`src/rtl/zigzag_rle_encoder_if.sv`:
```
// Block-in / symbol-out stream bundle for the zig-zag run-length encoder.
// Both streams transfer on a rising clock edge where valid && ready; valid never waits on ready.
interface zigzag_rle_encoder_if #(
    parameter int COEFF_W     = 16,
    parameter int NUM_SAMPLES = 64
);
    logic [COEFF_W*NUM_SAMPLES-1:0] block_in;
    logic                           block_valid;
    logic                           block_ready;
    logic [3:0]                     sym_run;
    logic [COEFF_W-1:0]             sym_value;
    logic                           sym_eob;
    logic                           sym_valid;
    logic                           sym_ready;

    modport slave (
        input  block_in, block_valid, sym_ready,
        output block_ready, sym_run, sym_value, sym_eob, sym_valid
    );

    modport master (
        output block_in, block_valid, sym_ready,
        input  block_ready, sym_run, sym_value, sym_eob, sym_valid
    );
endinterface

```
`src/rtl/zigzag_rle_encoder.sv`:
```
// Turns one zig-zag ordered 64-coefficient block into JPEG-style (run, value) symbols:
// DC, AC, ZRL and a closing EOB, on a valid/ready stream with full backpressure.
module zigzag_rle_encoder #(
    parameter int COEFF_W     = 16,
    parameter int NUM_SAMPLES = 64,
    parameter int MAX_RUN     = 15
) (
    input  logic                       clk,
    input  logic                       rst,
    input  logic                       enable,
    zigzag_rle_encoder_if.slave        bus,
    output logic                       done,
    output logic                       busy,
    output logic [1:0]                 dbg_state
);

    typedef enum logic [1:0] {
        IDLE     = 2'd0,
        SCAN     = 2'd1,
        EOB_HOLD = 2'd2
    } state_t;

    localparam logic [3:0] RUN_MAX = 4'(MAX_RUN);

    state_t                                 state_q, state_d;
    logic [NUM_SAMPLES-1:0][COEFF_W-1:0]    coef_q, coef_d;
    logic [6:0]                             idx_q, idx_d;
    logic [3:0]                             run_q, run_d;
    logic [3:0]                             sym_run_q, sym_run_d;
    logic [COEFF_W-1:0]                     sym_value_q, sym_value_d;
    logic                                   sym_eob_q, sym_eob_d;
    logic                                   sym_valid_q, sym_valid_d;
    logic                                   done_q, done_d;
    logic                                   busy_q, busy_d;

    logic [6:0]                             last_nz;
    logic [COEFF_W-1:0]                     cur_coef;
    logic                                   slot_free;

    // Highest nonzero AC position; 0 means the block has no AC content at all.
    always_comb begin
        last_nz = '0;
        for (int k = 1; k < NUM_SAMPLES; k++) begin
            if (coef_q[k[5:0]] != '0) last_nz = 7'(k);
        end
    end

    assign cur_coef  = coef_q[idx_q[5:0]];
    assign slot_free = !sym_valid_q || bus.sym_ready;

    always_comb begin
        state_d     = state_q;
        coef_d      = coef_q;
        idx_d       = idx_q;
        run_d       = run_q;
        sym_run_d   = sym_run_q;
        sym_value_d = sym_value_q;
        sym_eob_d   = sym_eob_q;
        sym_valid_d = sym_valid_q && !bus.sym_ready;
        done_d      = 1'b0;
        busy_d      = busy_q;

        unique case (state_q)
            IDLE: begin
                if (bus.block_valid) begin
                    coef_d      = bus.block_in;
                    sym_run_d   = '0;
                    sym_value_d = bus.block_in[COEFF_W-1:0];
                    sym_eob_d   = 1'b0;
                    sym_valid_d = 1'b1;
                    idx_d       = 7'd1;
                    run_d       = '0;
                    busy_d      = 1'b1;
                    state_d     = SCAN;
                end
            end

            SCAN: begin
                if (enable && slot_free) begin
                    if (idx_q > last_nz) begin
                        sym_run_d   = '0;
                        sym_value_d = '0;
                        sym_eob_d   = 1'b1;
                        sym_valid_d = 1'b1;
                        state_d     = EOB_HOLD;
                    end else if (cur_coef != '0) begin
                        sym_run_d   = run_q;
                        sym_value_d = cur_coef;
                        sym_eob_d   = 1'b0;
                        sym_valid_d = 1'b1;
                        run_d       = '0;
                        idx_d       = idx_q + 7'd1;
                    end else if (run_q == RUN_MAX) begin
                        // This zero is the 16th in a row: emit ZRL for the whole group.
                        sym_run_d   = RUN_MAX;
                        sym_value_d = '0;
                        sym_eob_d   = 1'b0;
                        sym_valid_d = 1'b1;
                        run_d       = '0;
                        idx_d       = idx_q + 7'd1;
                    end else begin
                        run_d       = run_q + 4'd1;
                        idx_d       = idx_q + 7'd1;
                    end
                end
            end

            EOB_HOLD: begin
                if (sym_valid_q && bus.sym_ready) begin
                    done_d  = 1'b1;
                    busy_d  = 1'b0;
                    state_d = IDLE;
                end
            end

            default: state_d = IDLE;
        endcase
    end

    always_ff @(posedge clk or posedge rst) begin
        if (rst) begin
            state_q     <= IDLE;
            coef_q      <= '0;
            idx_q       <= '0;
            run_q       <= '0;
            sym_run_q   <= '0;
            sym_value_q <= '0;
            sym_eob_q   <= 1'b0;
            sym_valid_q <= 1'b0;
            done_q      <= 1'b0;
            busy_q      <= 1'b0;
        end else begin
            state_q     <= state_d;
            coef_q      <= coef_d;
            idx_q       <= idx_d;
            run_q       <= run_d;
            sym_run_q   <= sym_run_d;
            sym_value_q <= sym_value_d;
            sym_eob_q   <= sym_eob_d;
            sym_valid_q <= sym_valid_d;
            done_q      <= done_d;
            busy_q      <= busy_d;
        end
    end

    assign bus.block_ready = (state_q == IDLE);
    assign bus.sym_run     = sym_run_q;
    assign bus.sym_value   = sym_value_q;
    assign bus.sym_eob     = sym_eob_q;
    assign bus.sym_valid   = sym_valid_q;
    assign done            = done_q;
    assign busy            = busy_q;
    assign dbg_state       = state_q;

endmodule

```
`src/flat_wrapper.sv`:
```
// flat-port wrapper written by rule: the top's interface ports become plain ports
module zigzag_rle_encoder_flat 
#(
    parameter int COEFF_W     = 16,
    parameter int NUM_SAMPLES = 64,
    parameter int MAX_RUN     = 15
)
  (clk, rst, enable, done, busy, dbg_state, bus_block_in, bus_block_valid, bus_sym_ready, bus_block_ready, bus_sym_run, bus_sym_value, bus_sym_eob, bus_sym_valid);
  zigzag_rle_encoder_if #(.COEFF_W(COEFF_W), .NUM_SAMPLES(NUM_SAMPLES)) bus_i ();
  input  logic clk;
  input  logic rst;
  input  logic enable;
  output logic done;
  output logic busy;
  output logic [1:0] dbg_state;
  input wire logic [$bits(bus_i.block_in)-1:0] bus_block_in;
  input wire logic [$bits(bus_i.block_valid)-1:0] bus_block_valid;
  input wire logic [$bits(bus_i.sym_ready)-1:0] bus_sym_ready;
  output wire logic [$bits(bus_i.block_ready)-1:0] bus_block_ready;
  output wire logic [$bits(bus_i.sym_run)-1:0] bus_sym_run;
  output wire logic [$bits(bus_i.sym_value)-1:0] bus_sym_value;
  output wire logic [$bits(bus_i.sym_eob)-1:0] bus_sym_eob;
  output wire logic [$bits(bus_i.sym_valid)-1:0] bus_sym_valid;
  assign bus_i.block_in = bus_block_in;
  assign bus_i.block_valid = bus_block_valid;
  assign bus_i.sym_ready = bus_sym_ready;
  assign bus_block_ready = bus_i.block_ready;
  assign bus_sym_run = bus_i.sym_run;
  assign bus_sym_value = bus_i.sym_value;
  assign bus_sym_eob = bus_i.sym_eob;
  assign bus_sym_valid = bus_i.sym_valid;
  zigzag_rle_encoder #(.COEFF_W(COEFF_W), .NUM_SAMPLES(NUM_SAMPLES), .MAX_RUN(MAX_RUN)) u_core (.clk(clk), .rst(rst), .enable(enable), .bus(bus_i), .done(done), .busy(busy), .dbg_state(dbg_state));
endmodule
```
`config.mk`:
```
export PLATFORM = sky130hd
export DESIGN_NAME = zigzag_rle_encoder_flat
export DESIGN_NICKNAME = d
export VERILOG_FILES = /design/src/rtl/zigzag_rle_encoder_if.sv /design/src/rtl/zigzag_rle_encoder.sv /design/src/flat_wrapper.sv
export SDC_FILE = /design/constraint.sdc
export NUM_CORES = 2
export LEC_CHECK = 0
export BUFFER_PORTS_ARGS = -buffer_cell sky130_fd_sc_hd__buf_2
export CELL_PAD_IN_SITES_DETAIL_PLACEMENT = 2
export CELL_PAD_IN_SITES_GLOBAL_PLACEMENT = 2
export CORE_ASPECT_RATIO = 0.8
export CORE_MARGIN = 10
export CORE_UTILIZATION = 34
export CTS_BUF_LIST = sky130_fd_sc_hd__clkbuf_16
export DETAILED_ROUTE_END_ITERATION = 10
export PLACE_DENSITY_LB_ADDON = 0.1
export SYNTH_ARGS = -nofsm -noshare
export SYNTH_HDL_FRONTEND = slang
export SYNTH_SLANG_ARGS = --single-unit
```
`constraint.sdc`:
```
create_clock -name clk -period 28.6 [get_ports clk]
set_input_delay 1.43 -clock clk [delete_from_list [all_inputs] [get_ports clk]]
set_output_delay 1.43 -clock clk [all_outputs]
set_load 0.1 [all_outputs]
```
==> reports/results.ini <==
[job]
maxCapViolCount=0

[cts]
h-tree-depth=3
post_cts_resized=0
cts_tree=yes
cts_setup_buffers=0
cts_hold_buf=0
clock_path_buffers=3
clk_latency_ps=770
numCtsBuffers=118
cts.sinks=1061
clk_transition_reported_paths_ps=60
cts_root_buf=clkbuf_16

[yosys]
synthMuxAreaShare_pct=35.2
ys_warn_count=0
ys_async_sr_fraction_pct=100
synth_fa_ha_area_share_pct=0.200
ys_seq_area_share_pct=53.1
synth_top_family_by_area=multiplexers
synth_compound_area_share_pct=3.80
synth_area_per_cell_um2=14.8
syn-num-nets=4409
ys.flop_type=dfrtp_1
synth_area_mm2=0.0500
synth-xor-area-share_pct=0.0701
yosys.area_share.simple_pct=5.61
ys_ff_latch=1061
synthDistinctLibCells=52
synth_cells=3372
synth-edff-count=0

[timing]
relSlewSlack_pct=23.7
clock_skew_ps=30.0
max_freq_ghz=0.140
setup_tns_ps=0
rsz0062_at_grt=false
fin_crit_ps=7160
finalHoldViolCount=0
worst_pin_slew_ps=1140
slew_viol_final=0
fin_crit_sh_pct=25.0
setup_viol=0

[finish]
final_util_pct=42.0
fin_nets=5417
layout-drive-gt1-share_pct=57.8
syn_to_final_growth_pct=22.2
final_area_mm2=0.0611

[power]
power_density_mw_per_mm2=106
ir_worst_vdd_v=0.0000460
p_leak_nw=25.4

[critical_path]
cp_slowest_stage_delay_ps=960
worstPathArrival_ps=7820
crit_path_start_kind=flop
reg2reg_depth=13
crit_fanout=45
r2r-end=u_core.bus.sym_value[7]
worstSetupPathType=reg -> reg
r2r-start=u_core.idx_q[0]
worstPathCellList=buf_4, buf_4, buf_4, mux4_2, a22oi_1, a21oi_1, nor4_1, nand4_1, nor4_4, nand2_2, o31a_1, buf_4, mux2_4
crit_required_ps=29260
cp-startpoint=u_core.idx_q[0]
cp-end-kind=flop
path_common_cell=buf_4
cp_slowest_cell=dfrtp_4
r2r_slack_ps=21440

[worst_hold_path]
worstHoldStart=u_core.bus.sym_value[13]
min_path_type=reg -> reg
worstHoldEndpoint=u_core.bus.sym_value[13]
holdPathStages=1

[placed_design]
dp_hpwl_um=186000
gp_congestion=0.908
numPortBuffers=1055
placed_area_mm2=0.0572

[route]
wl_um=232000
drt_iter0_drc=2836
via_count=36690
wl_per_cell_um=35.9
vias_per_cell=5.67
antenna_left=0
dr.pass1.iters=5
route.detailed.drc=0

[floorplanning]
top_level_ports=1056
die_y_um=363
dieArea_mm2=0.163
core_area_mm2=0.146
start_util_pct=34.3
rows=125
die_w_um=449

[grt]
grt.overflow.total=0
grt_max_degree=85
antenna_found_initial=101
grt_pass1_vias=40280
grt_first_pass_wirelength_um=324000
grt_usage_pct=27.6

[run_status]
outcome=finished clean

## state kept, by name, summed over array words and instances (netlist names), 2 cells and up
signal                count
u_core.bus.sym_run        4
u_core.bus.sym_value     16
u_core.coef_q          1024
u_core.dbg_state          2
u_core.idx_q              7
u_core.run_q              4
## per-stage QoR
step	setup slack, ps	hold WS, ps	std cells	power, mW
global route	20920	536	6463	6.80
floorplan	12540	476	3372	3.99
global placement	21470	489	6228	4.87
finish	21440	517	6467	6.50
CTS	21330	517	6443	6.54
detailed placement	21360	500	6228	4.93
## kinds of logic (layout without fill, tap and decap cells)
logic type	Yosys count	in the layout
compound gates	287	287
xor+xnor	4	4
fa+ha+maj	8	8
buf+inv	234	1337
flops	1061	1061
mux	1300	1300
other cells	0	24
simple gates	478	478
## cells in the mapped netlist, drive strengths merged, types with 10 or more instances
cell type	number	area share [%]
inv	18	0.14
nand2	38	0.29
mux2	1040	24
nand3	10	0.10
nor2	45	0.34
buf	59	0.73
nor4	275	3.5
mux4	256	12
a22oi	129	1.9
o21ai	23	0.23
o31ai	19	0.29
a21oi	82	0.82
dfrtp	1061	53
clkbuf	157	1.2
nand4	69	0.86
## placed cells by master, fill, tap and decap left out, drive strengths merged, types with 6 or more instances in the layout
cell type / n
buf: 1104
dfrtp: 1061
mux2: 1040
nor4: 275
mux4: 256
a22oi: 129
clkbuf: 121
a21oi: 82
nand4: 69
inv: 47
clkinv: 47
nor2: 45
nand2: 38
diode: 24
o21ai: 23
o31ai: 19
bufinv: 15
nand3: 10
nor3: 8
ha: 8
nor2b: 7
and4: 6
or2: 6
## layer usage
layer  vias to the layer above  global-route usage [%]  wire, um
met2                      1317                    46.3    114000
met3                       441                    6.18     13100
met5                         -                       0       322
met4                        52                    10.3      9700
li1                      15274                       -         -
met1                     19606                    34.9     95000
## layout make-up
type                       count  area [um2]
timing repair buffer        1104        5650
clock buffer                 121        3030
fill                       14465       84500
tap                         1968        2460
inverter                      18        71.3
antenna                       24        60.1
clock inverter                94         816
sequential                  1061       26600
multi-input combinational   2077       22400
## how the worst max path moves through the flow
| stage | endpoint | depth (start not counted) |
|---|---|---|
| 3_3_place_gp | u_core.bus.sym_value[1] | 13 |
| 2_1_floorplan | u_core.bus.sym_eob | 1 |
| 4_1_cts | u_core.bus.sym_value[7] | 13 |
| 3_5_place_dp | u_core.bus.sym_value[7] | 13 |
| 6_report | u_core.bus.sym_value[7] | 13 |
| 5_1_grt | u_core.bus.sym_value[7] | 13 |
## power breakdown
part	internal [mW]	total [mW]	switching, mW
Clock	0.895	1.56	0.668
Combinational	1.12	2.22	1.11
Sequential	2.08	2.72	0.636
## worst max-delay path, delay by kind of cell (launching register included)
kind            cells  cell delay, ps
buf+inv             4            2400
simple gates        4            1490
compound gates      3            1110
flops               1             960
mux                 2             940
No activity file was read; power rests on OpenSTA's default activity.
